$ cat src/rtl/mem_arbiter_pkg.sv
// Shared types for the I/D memory arbiter: FSM states, owner codes and streak sizing.
package mem_arbiter_pkg;

  typedef enum logic [1:0] {
    ARB_IDLE = 2'd0,
    ARB_REQ  = 2'd1,
    ARB_WAIT = 2'd2
  } arb_state_e;

  typedef enum logic {
    ARB_OWN_I = 1'b0,
    ARB_OWN_D = 1'b1
  } arb_owner_e;

  // Bits needed to hold a streak count from 0 up to max_streak inclusive.
  function automatic int unsigned streak_width(input int unsigned max_streak);
    return (max_streak < 2) ? 1 : $clog2(max_streak + 1);
  endfunction

endpackage

$ cat src/rtl/mem_arb_pick.sv
// Winner selection for one IDLE cycle: D first, unless I has waited through a full D streak.
module mem_arb_pick
  import mem_arbiter_pkg::*;
#(
  parameter int unsigned MAX_STREAK = 4,
  parameter int unsigned STREAK_W   = streak_width(MAX_STREAK)
) (
  input  logic                i_valid,
  input  logic                d_valid,
  input  logic [STREAK_W-1:0] streak,
  output logic                grant_i_c,
  output logic                grant_d_c,
  output logic [STREAK_W-1:0] streak_nxt_c
);

  localparam logic [STREAK_W-1:0] STREAK_MAX = STREAK_W'(MAX_STREAK);

  logic sat_c;

  assign sat_c = (streak == STREAK_MAX);

  always_comb begin
    grant_i_c    = 1'b0;
    grant_d_c    = 1'b0;
    streak_nxt_c = streak;

    if (d_valid && !(sat_c && i_valid)) begin
      grant_d_c = 1'b1;
    end else if (i_valid) begin
      grant_i_c = 1'b1;
    end

    // Only D grants that made I wait count toward the streak.
    if (grant_d_c && i_valid) begin
      streak_nxt_c = sat_c ? streak : streak + STREAK_W'(1);
    end else if (grant_d_c || grant_i_c) begin
      streak_nxt_c = '0;
    end
  end

endmodule

$ cat src/rtl/mem_arbiter.sv
// Shares one memory port between fetch (I) and load/store (D), one transaction at a time.
module mem_arbiter
  import mem_arbiter_pkg::*;
#(
  parameter int unsigned ADDR_W     = 64,
  parameter int unsigned DATA_W     = 64,
  parameter int unsigned MAX_STREAK = 4
) (
  input  logic                clk,
  input  logic                rst_n,

  input  logic                i_req_valid,
  output logic                i_req_ready,
  input  logic [ADDR_W-1:0]   i_req_addr,
  output logic                i_resp_valid,
  output logic [DATA_W-1:0]   i_resp_rdata,

  input  logic                d_req_valid,
  output logic                d_req_ready,
  input  logic [ADDR_W-1:0]   d_req_addr,
  input  logic                d_req_we,
  input  logic [DATA_W-1:0]   d_req_wdata,
  input  logic [DATA_W/8-1:0] d_req_wstrb,
  output logic                d_resp_valid,
  output logic [DATA_W-1:0]   d_resp_rdata,

  output logic                mem_req_valid,
  input  logic                mem_req_ready,
  output logic [ADDR_W-1:0]   mem_req_addr,
  output logic                mem_req_we,
  output logic [DATA_W-1:0]   mem_req_wdata,
  output logic [DATA_W/8-1:0] mem_req_wstrb,
  input  logic                mem_resp_valid,
  input  logic [DATA_W-1:0]   mem_resp_rdata
);

  localparam int unsigned STRB_W   = DATA_W / 8;
  localparam int unsigned STREAK_W = streak_width(MAX_STREAK);

  arb_state_e          state_q, state_d;
  arb_owner_e          owner_q, owner_d;
  logic [STREAK_W-1:0] streak_q, streak_d;
  logic                run_q;
  logic                mem_req_valid_q, mem_req_valid_d;
  logic [ADDR_W-1:0]   addr_q, addr_d;
  logic                we_q, we_d;
  logic [DATA_W-1:0]   wdata_q, wdata_d;
  logic [STRB_W-1:0]   wstrb_q, wstrb_d;
  logic                i_resp_valid_q, i_resp_valid_d;
  logic                d_resp_valid_q, d_resp_valid_d;
  logic [DATA_W-1:0]   i_rdata_q, i_rdata_d;
  logic [DATA_W-1:0]   d_rdata_q, d_rdata_d;

  logic                open_c;
  logic                grant_i_c, grant_d_c;
  logic [STREAK_W-1:0] streak_nxt_c;

  // run_q keeps both readies low while reset is asserted, without using rst_n as data.
  assign open_c = run_q && (state_q == ARB_IDLE);

  mem_arb_pick #(
    .MAX_STREAK (MAX_STREAK),
    .STREAK_W   (STREAK_W)
  ) u_pick (
    .i_valid      (i_req_valid && open_c),
    .d_valid      (d_req_valid && open_c),
    .streak       (streak_q),
    .grant_i_c    (grant_i_c),
    .grant_d_c    (grant_d_c),
    .streak_nxt_c (streak_nxt_c)
  );

  always_comb begin
    state_d         = state_q;
    owner_d         = owner_q;
    streak_d        = streak_q;
    mem_req_valid_d = mem_req_valid_q;
    addr_d          = addr_q;
    we_d            = we_q;
    wdata_d         = wdata_q;
    wstrb_d         = wstrb_q;
    i_resp_valid_d  = 1'b0;
    d_resp_valid_d  = 1'b0;
    i_rdata_d       = i_rdata_q;
    d_rdata_d       = d_rdata_q;

    case (state_q)
      ARB_IDLE: begin
        if (grant_d_c) begin
          state_d         = ARB_REQ;
          owner_d         = ARB_OWN_D;
          streak_d        = streak_nxt_c;
          mem_req_valid_d = 1'b1;
          addr_d          = d_req_addr;
          we_d            = d_req_we;
          wdata_d         = d_req_wdata;
          wstrb_d         = d_req_wstrb;
        end else if (grant_i_c) begin
          state_d         = ARB_REQ;
          owner_d         = ARB_OWN_I;
          streak_d        = streak_nxt_c;
          mem_req_valid_d = 1'b1;
          addr_d          = i_req_addr;
          we_d            = 1'b0;
          wdata_d         = '0;
          wstrb_d         = '0;
        end
      end
      ARB_REQ: begin
        if (mem_req_ready) begin
          mem_req_valid_d = 1'b0;
          state_d         = ARB_WAIT;
        end
      end
      ARB_WAIT: begin
        if (mem_resp_valid) begin
          state_d = ARB_IDLE;
          if (owner_q == ARB_OWN_D) begin
            d_resp_valid_d = 1'b1;
            d_rdata_d      = mem_resp_rdata;
          end else begin
            i_resp_valid_d = 1'b1;
            i_rdata_d      = mem_resp_rdata;
          end
        end
      end
      default: state_d = ARB_IDLE;
    endcase
  end

  always_ff @(posedge clk or negedge rst_n) begin
    if (!rst_n) begin
      state_q         <= ARB_IDLE;
      owner_q         <= ARB_OWN_I;
      streak_q        <= '0;
      run_q           <= 1'b0;
      mem_req_valid_q <= 1'b0;
      addr_q          <= '0;
      we_q            <= 1'b0;
      wdata_q         <= '0;
      wstrb_q         <= '0;
      i_resp_valid_q  <= 1'b0;
      d_resp_valid_q  <= 1'b0;
      i_rdata_q       <= '0;
      d_rdata_q       <= '0;
    end else begin
      state_q         <= state_d;
      owner_q         <= owner_d;
      streak_q        <= streak_d;
      run_q           <= 1'b1;
      mem_req_valid_q <= mem_req_valid_d;
      addr_q          <= addr_d;
      we_q            <= we_d;
      wdata_q         <= wdata_d;
      wstrb_q         <= wstrb_d;
      i_resp_valid_q  <= i_resp_valid_d;
      d_resp_valid_q  <= d_resp_valid_d;
      i_rdata_q       <= i_rdata_d;
      d_rdata_q       <= d_rdata_d;
    end
  end

  assign i_req_ready   = grant_i_c;
  assign d_req_ready   = grant_d_c;
  assign mem_req_valid = mem_req_valid_q;
  assign mem_req_addr  = addr_q;
  assign mem_req_we    = we_q;
  assign mem_req_wdata = wdata_q;
  assign mem_req_wstrb = wstrb_q;
  assign i_resp_valid  = i_resp_valid_q;
  assign i_resp_rdata  = i_rdata_q;
  assign d_resp_valid  = d_resp_valid_q;
  assign d_resp_rdata  = d_rdata_q;

endmodule

$ cat config.mk
export PLATFORM = sky130hd
export DESIGN_NAME = mem_arbiter
export DESIGN_NICKNAME = d
export VERILOG_FILES = /design/src/rtl/mem_arbiter_pkg.sv /design/src/rtl/mem_arb_pick.sv /design/src/rtl/mem_arbiter.sv
export SDC_FILE = /design/constraint.sdc
export NUM_CORES = 1
export LEC_CHECK = 0
export ABC_AREA = 1
export BUFFER_PORTS_ARGS = -buffer_cell sky130_fd_sc_hd__buf_2
export CAP_MARGIN = 30
export CELL_PAD_IN_SITES_DETAIL_PLACEMENT = 1
export CELL_PAD_IN_SITES_GLOBAL_PLACEMENT = 2
export CORE_MARGIN = 5
export CORE_UTILIZATION = 26
export CTS_CLUSTER_SIZE = 30
export DETAILED_ROUTE_END_ITERATION = 10
export PLACE_DENSITY_LB_ADDON = 0.08
export SLEW_MARGIN = 10
export SYNTH_ARGS = -nofsm -noshare
export SYNTH_HDL_FRONTEND = slang
export SYNTH_SLANG_ARGS = --single-unit
$ cat constraint.sdc
create_clock -name clk -period 2.2 [get_ports clk]
set_clock_uncertainty 0.2 [all_clocks]
set_input_delay 0.11 -clock clk [delete_from_list [all_inputs] [get_ports clk]]
set_output_delay 0.11 -clock clk [all_outputs]
set_load 0.03 [all_outputs]
---- Yosys cells after proc, flatten, opt, wreduce, memory -nomap -nowiden ----
Index checks and enable logic that the tools add are counted.
storage, ports and cells
  input port bits ......................... 271
  flip-flop bits (word level) ............. 275
  output and inout bits ................... 270
  logic and storage cells ................. 69
cells by class
  reduce and logical (&&, ||, !) cells .... 16
  bitwise gates (word level) .............. 1
  multiplexer cells ....................... 32
  add/subtract/negate cells ............... 1
  eq/ne operators ......................... 6
operator list
  kind                                                              number
  64-bit 2-to-1 mux                                                 4
  8-bit 2-to-1 mux                                                  2
  1-bit 2-to-1 mux                                                  15
  3-bit 2-to-1 mux                                                  5
  3-bit AND reduction                                               4
  2-bit 2-to-1 mux                                                  4
  1-bit logical AND                                                 6
  2-bit one-hot mux with 3 select lines                             1
  2-bit != test (second input constant)                             2
  2-bit nonzero test                                                2
  3-bit by 1-bit adder with 3-bit output (second input constant)    1
  3-bit == test (second input constant)                             1
  3-bit != test (second input constant)                             1
  2-bit by 1-bit == test with 1-bit output (second input constant)  1
  2-bit == test (second input constant)                             1
  2-bit logical NOT                                                 1
  1-bit one-hot mux with 2 select lines                             1
  2-bit AND reduction                                               1
  1-bit logical NOT                                                 1
  1-bit logical OR                                                  1
  1-bit NOT                                                         1

---- Depth between registers and ports, before layout ----
  depth after elaboration ................. 12
  mapped depth ............................ 11
  depth with buffers taken out ............ 9

---- Modules after synthesis ----
A second synthesis with hierarchy kept.
unflattened totals
  cell total of the unflattened synthesis .. 1418
  area total of the unflattened synthesis .. 11462.2 um^2
modules (own cells, without submodules)
  module        sequential area each (um^2)  area an instance (um^2)  times used  cells each
  mem_arbiter   6881.6                       11333.4                  1           1391
  mem_arb_pick  0.0                          128.9                    1           27

---- Worst setup path after synthesis ----
No wires, ideal clock.
  path kind ............................... flip-flop to output port
  start ................................... reg streak_q[0]
  end ..................................... out i_req_ready
  path buffers ............................ 1
  cell stages (with the launch flop) ...... 10
  required time ........................... 1890 ps
  data arrival time ....................... 1627 ps
  setup slack ............................. 263 ps
  path through ............................ dfrtp_1 -> inv_1 -> ha_1 -> nand2_1 -> inv_1 -> nand4_1 -> nand2_2 -> inv_2 -> buf_2 -> nor2_1
on the way
  cells in the longest elaborated chain, start to end .. 5
ends and longest elaborated chain
  item                    RTL line            text
  from (decl)             mem_arbiter.sv:42   logic [STREAK_W-1:0] streak_q, streak_d;
  from (signal assigned)  mem_arbiter.sv:149  streak_q <= streak_d;
  3-bit == test           mem_arb_pick.sv:20  assign sat_c = (streak == STREAK_MAX);
  1-bit logical AND       mem_arb_pick.sv:27  if (d_valid && !(sat_c && i_valid)) begin
  1-bit logical NOT       mem_arb_pick.sv:27
  1-bit logical AND       mem_arb_pick.sv:27
  1-bit 2-to-1 mux        mem_arb_pick.sv:27
  to (decl)               mem_arbiter.sv:13   output logic i_req_ready,
Every way passes these cells.

---- Worst setup path after layout ----
Same ends and word-level chain as after synthesis.

==> results.md <==
* Status: complete, but fails checks
* Failing checks: negative setup slack
* H-tree levels at 2
* Synth Instances at 1,332
* Endpoint class of the critical path: primary output
* Critical path arrival at roughly 1.9 ns
* 1st-iter DRT viols at 650
* Fillers at around 5,300
* Largest net degree at the start of global routing at 130
* DRT Pass-1 Iters at 4
* Final Worst Setup Slack at -0.0285 ns
* Netlist cell types at 22
* Critical path class: reg -> out
* Core Region at roughly 44,000 µm²
* Row Count at 77
* Clock sink count at 275
* Final Power at between 20 and 30 mW
* Max Slew Vio Count at 0
* Fin cells at ~2,800
* Register area share after synthesis at 0.590
* Worst slew margin at 0.645
* # IOs at ~540
* Worst hold slack at around 0.029 ns
* Post-Syn Nets at 1,605
* Setup violations, final at 1
* GRT overflow at 0
* Placed cells at ~2,400
* RSZ-0062 raised after global routing: true
* Vias in the first global route at 13,100
* Leak Pwr at 10.5 nW
* Die area at just under 50,000 µm²
* Fmax at 449 MHz
* Storage cell area at about 7000 µm²
* Worst-path clk slew at around 0.060 ns
* Multi-input gate area at just under 4000 µm²
* Routed WL at 51.9 mm
* IO buf count at 540
* CTS tree: yes
* Starting Density at 0.263
* Yosys reg bits at ~280
* Die H at 222 µm
* Number of max-cap violations at 0
* Period minus WS final at between 2 and 2.5 ns
* WL per Instance at 18.8 µm
* Clk buf depth at 3
* P per Cell Area at between 1000 and 1500 nW/µm²
* Total CTS buffers at 36
* DRC violations left at 0
* Layout Nets at 2,408
* Die Wd at 222 µm
* Fraction of layout cells with a size suffix above 1 at 0.304
* Peak VDD IR at around 0.00063 V
* Period utilization at 1.01
* Clock root cell: clkbuf_16
* RePlAce Congestion at around 0.8
* Antenna Violating Nets Remaining at 0
* Mapped Avg Cell Area at slightly below 9 µm²
* Worst-Skew Late Latency at about 0.53 ns
* Max FO, Critical Path at 5
* Post-DR vias/cell at about 4.4
* First-pass GRT wire length at between 70 and 80 mm
* Gr usage total at 0.203
* Hold Fails Final Rpt at 0
* Synthesized cell area at between 10,000 and 15,000 µm²
* Slew @ Worst Pin at roughly 0.53 ns
* Startpoint class of the critical path: flop
* Post-DP HPWL at 34.9 mm
* Ys Warns at 0
* Initial antenna violation count at 2
* Worst Path Required at roughly 1.9 ns
* Via count at approximately 12,000
* Tightest Hold Check Type: in -> async
* Area growth syn-to-layout at 65.7%
==> cell type report <==
cell class	instances	area share
clock inverter	10	0.00479
timing repair buffer	859	0.317
sequential	275	0.356
clock buffer	54	0.0543
inverter	138	0.0272
antenna	1	0.000130
multi-input combinational	825	0.202
tap	592	0.0384
==> per-layer routing <==
layer | GRT usage | share of wire | vias up | wire length, µm
met5 | 0 | 0.00025 | - | 13
met4 | 0.0690 | 0.037 | 2 | 1940
met3 | 0.0625 | 0.070 | 86 | 3610
met2 | 0.343 | 0.49 | 362 | 25200
met1 | 0.247 | 0.41 | 5740 | 21100
li1 | - | - | 5846 | -
==> report_power, final <==
group / internal [mW] / total (mW) / switching [mW]
registers: 7.36 / 8.59 / 1.23
logic: 3.69 / 12.6 / 8.87
clock network: 3.42 / 5.73 / 2.31
==> cell families (layout without fill, tap and decap cells) <==
| family | Yosys count | in the layout | synth area share |
|---|---|---|---|
| and+or+nand+nor | 624 | 624 | 0.240 |
| buffers and inverters | 232 | 1061 | 0.0818 |
| DFF | 275 | 275 | 0.590 |
| adders and majority gates | 2 | 2 | 0.00215 |
| AOI/OAI and AO/OA | 197 | 197 | 0.0850 |
| other | 1 | 2 | 0.000322 |
| xor gates and xnor gates | 1 | 1 | 0.000752 |
==> final timing paths <==
path	slack (ns)	cells past startpoint	end	from
min in group clk	0.12	4	mem_req_wdata[32]	d_req_wdata[32]
max in group asynchronous	1.44	3	mem_req_wdata[39]	rst_n
max reg2reg	0.01	11	mem_req_addr[49]	streak_q[0]
max	-0.03	9	i_req_ready	streak_q[0]
min reg2reg	0.28	2	d_resp_rdata[20]	d_resp_rdata[20]
min	0.03	3	mem_req_valid	rst_n
==> Yosys cell counts <==
library cell	count	area, µm²
nand4_1	3	18.8
nand3_2	1	10.0
buf_1	10	37.5
ha_1	2	25.0
buf_4	7	52.6
nand2_2	1	6.26
nor2_1	2	7.51
nor2_4	2	22.5
conb_1	1	3.75
xor2_1	1	8.76
inv_2	1	3.75
dfrtp_1	275	6880
o211ai_1	1	7.51
nand3b_1	64	480
inv_1	137	514
o31ai_1	1	7.51
o21ai_0	195	976
nand3_1	143	716
buf_6	1	11.3
clkbuf_1	37	139
nand2_1	408	1530
buf_2	39	195
==> worst max-delay path, cell delays in order, from the launching register on <==
cell     delay [ns]
dfrtp_1        0.40
inv_2          0.09
ha_4           0.14
nand2_4        0.05
inv_2          0.05
nand4_1        0.23
nand2_8        0.16
inv_8          0.05
nor2_4         0.10
buf_6          0.13
==> flip-flops by register name, indices dropped and copies added, names as in the netlist <==
| name | flops |
|---|---|
| i_resp_rdata | 64 |
| d_resp_rdata | 64 |
| mem_req_wstrb | 8 |
| run_q | 1 |
| streak_q | 3 |
| mem_req_wdata | 64 |
| i_resp_valid | 1 |
| mem_req_addr | 64 |
| state_q | 2 |
| mem_req_we | 1 |
| owner_q | 1 |
| mem_req_valid | 1 |
| d_resp_valid | 1 |
==> per-stage QoR <==
stage                     setup WS, ns  setup TNS [ns]  area (µm²)   util
after CTS                       -0.144          -0.256       19200  0.433
after floorplan                  0.263               0       11700      -
after detailed placement        0.0886               0       15200  0.342
final                          -0.0285         -0.0285       19300  0.436
after global placement           0.137               0       15200  0.342
after global routing            -0.118           -3.31       19300  0.436
==> layout by cell type, fill, tap and decap left out, types with 2 or more instances in the layout <==
| cell | n |
|---|---|
| clkbuf_1 | 10 |
| dfrtp_1 | 275 |
| buf_8 | 2 |
| dlygate4sd3_1 | 270 |
| buf_2 | 538 |
| nand3_4 | 3 |
| buf_6 | 2 |
| clkbuf_16 | 39 |
| nand3_1 | 141 |
| inv_1 | 134 |
| buf_12 | 15 |
| nand4_1 | 3 |
| clkinv_2 | 6 |
| buf_16 | 3 |
| inv_2 | 3 |
| clkbuf_8 | 8 |
| nand2_1 | 407 |
| nand3b_1 | 64 |
| nor2_4 | 3 |
| buf_4 | 25 |
| o21ai_0 | 195 |
==> what timing repair did <==
item / in CTS / in global routing
cloned: 1 / 3
gates resized for setup: 14 / 5
hold buffers: 271 / 0
endpoints found under the hold margin: 545 / 0
pin swaps: 4 / 6
setup endpoints to repair: 2 / 93
setup buffers: 9 / 6
Note: power is estimated with default switching activity, not from simulation.
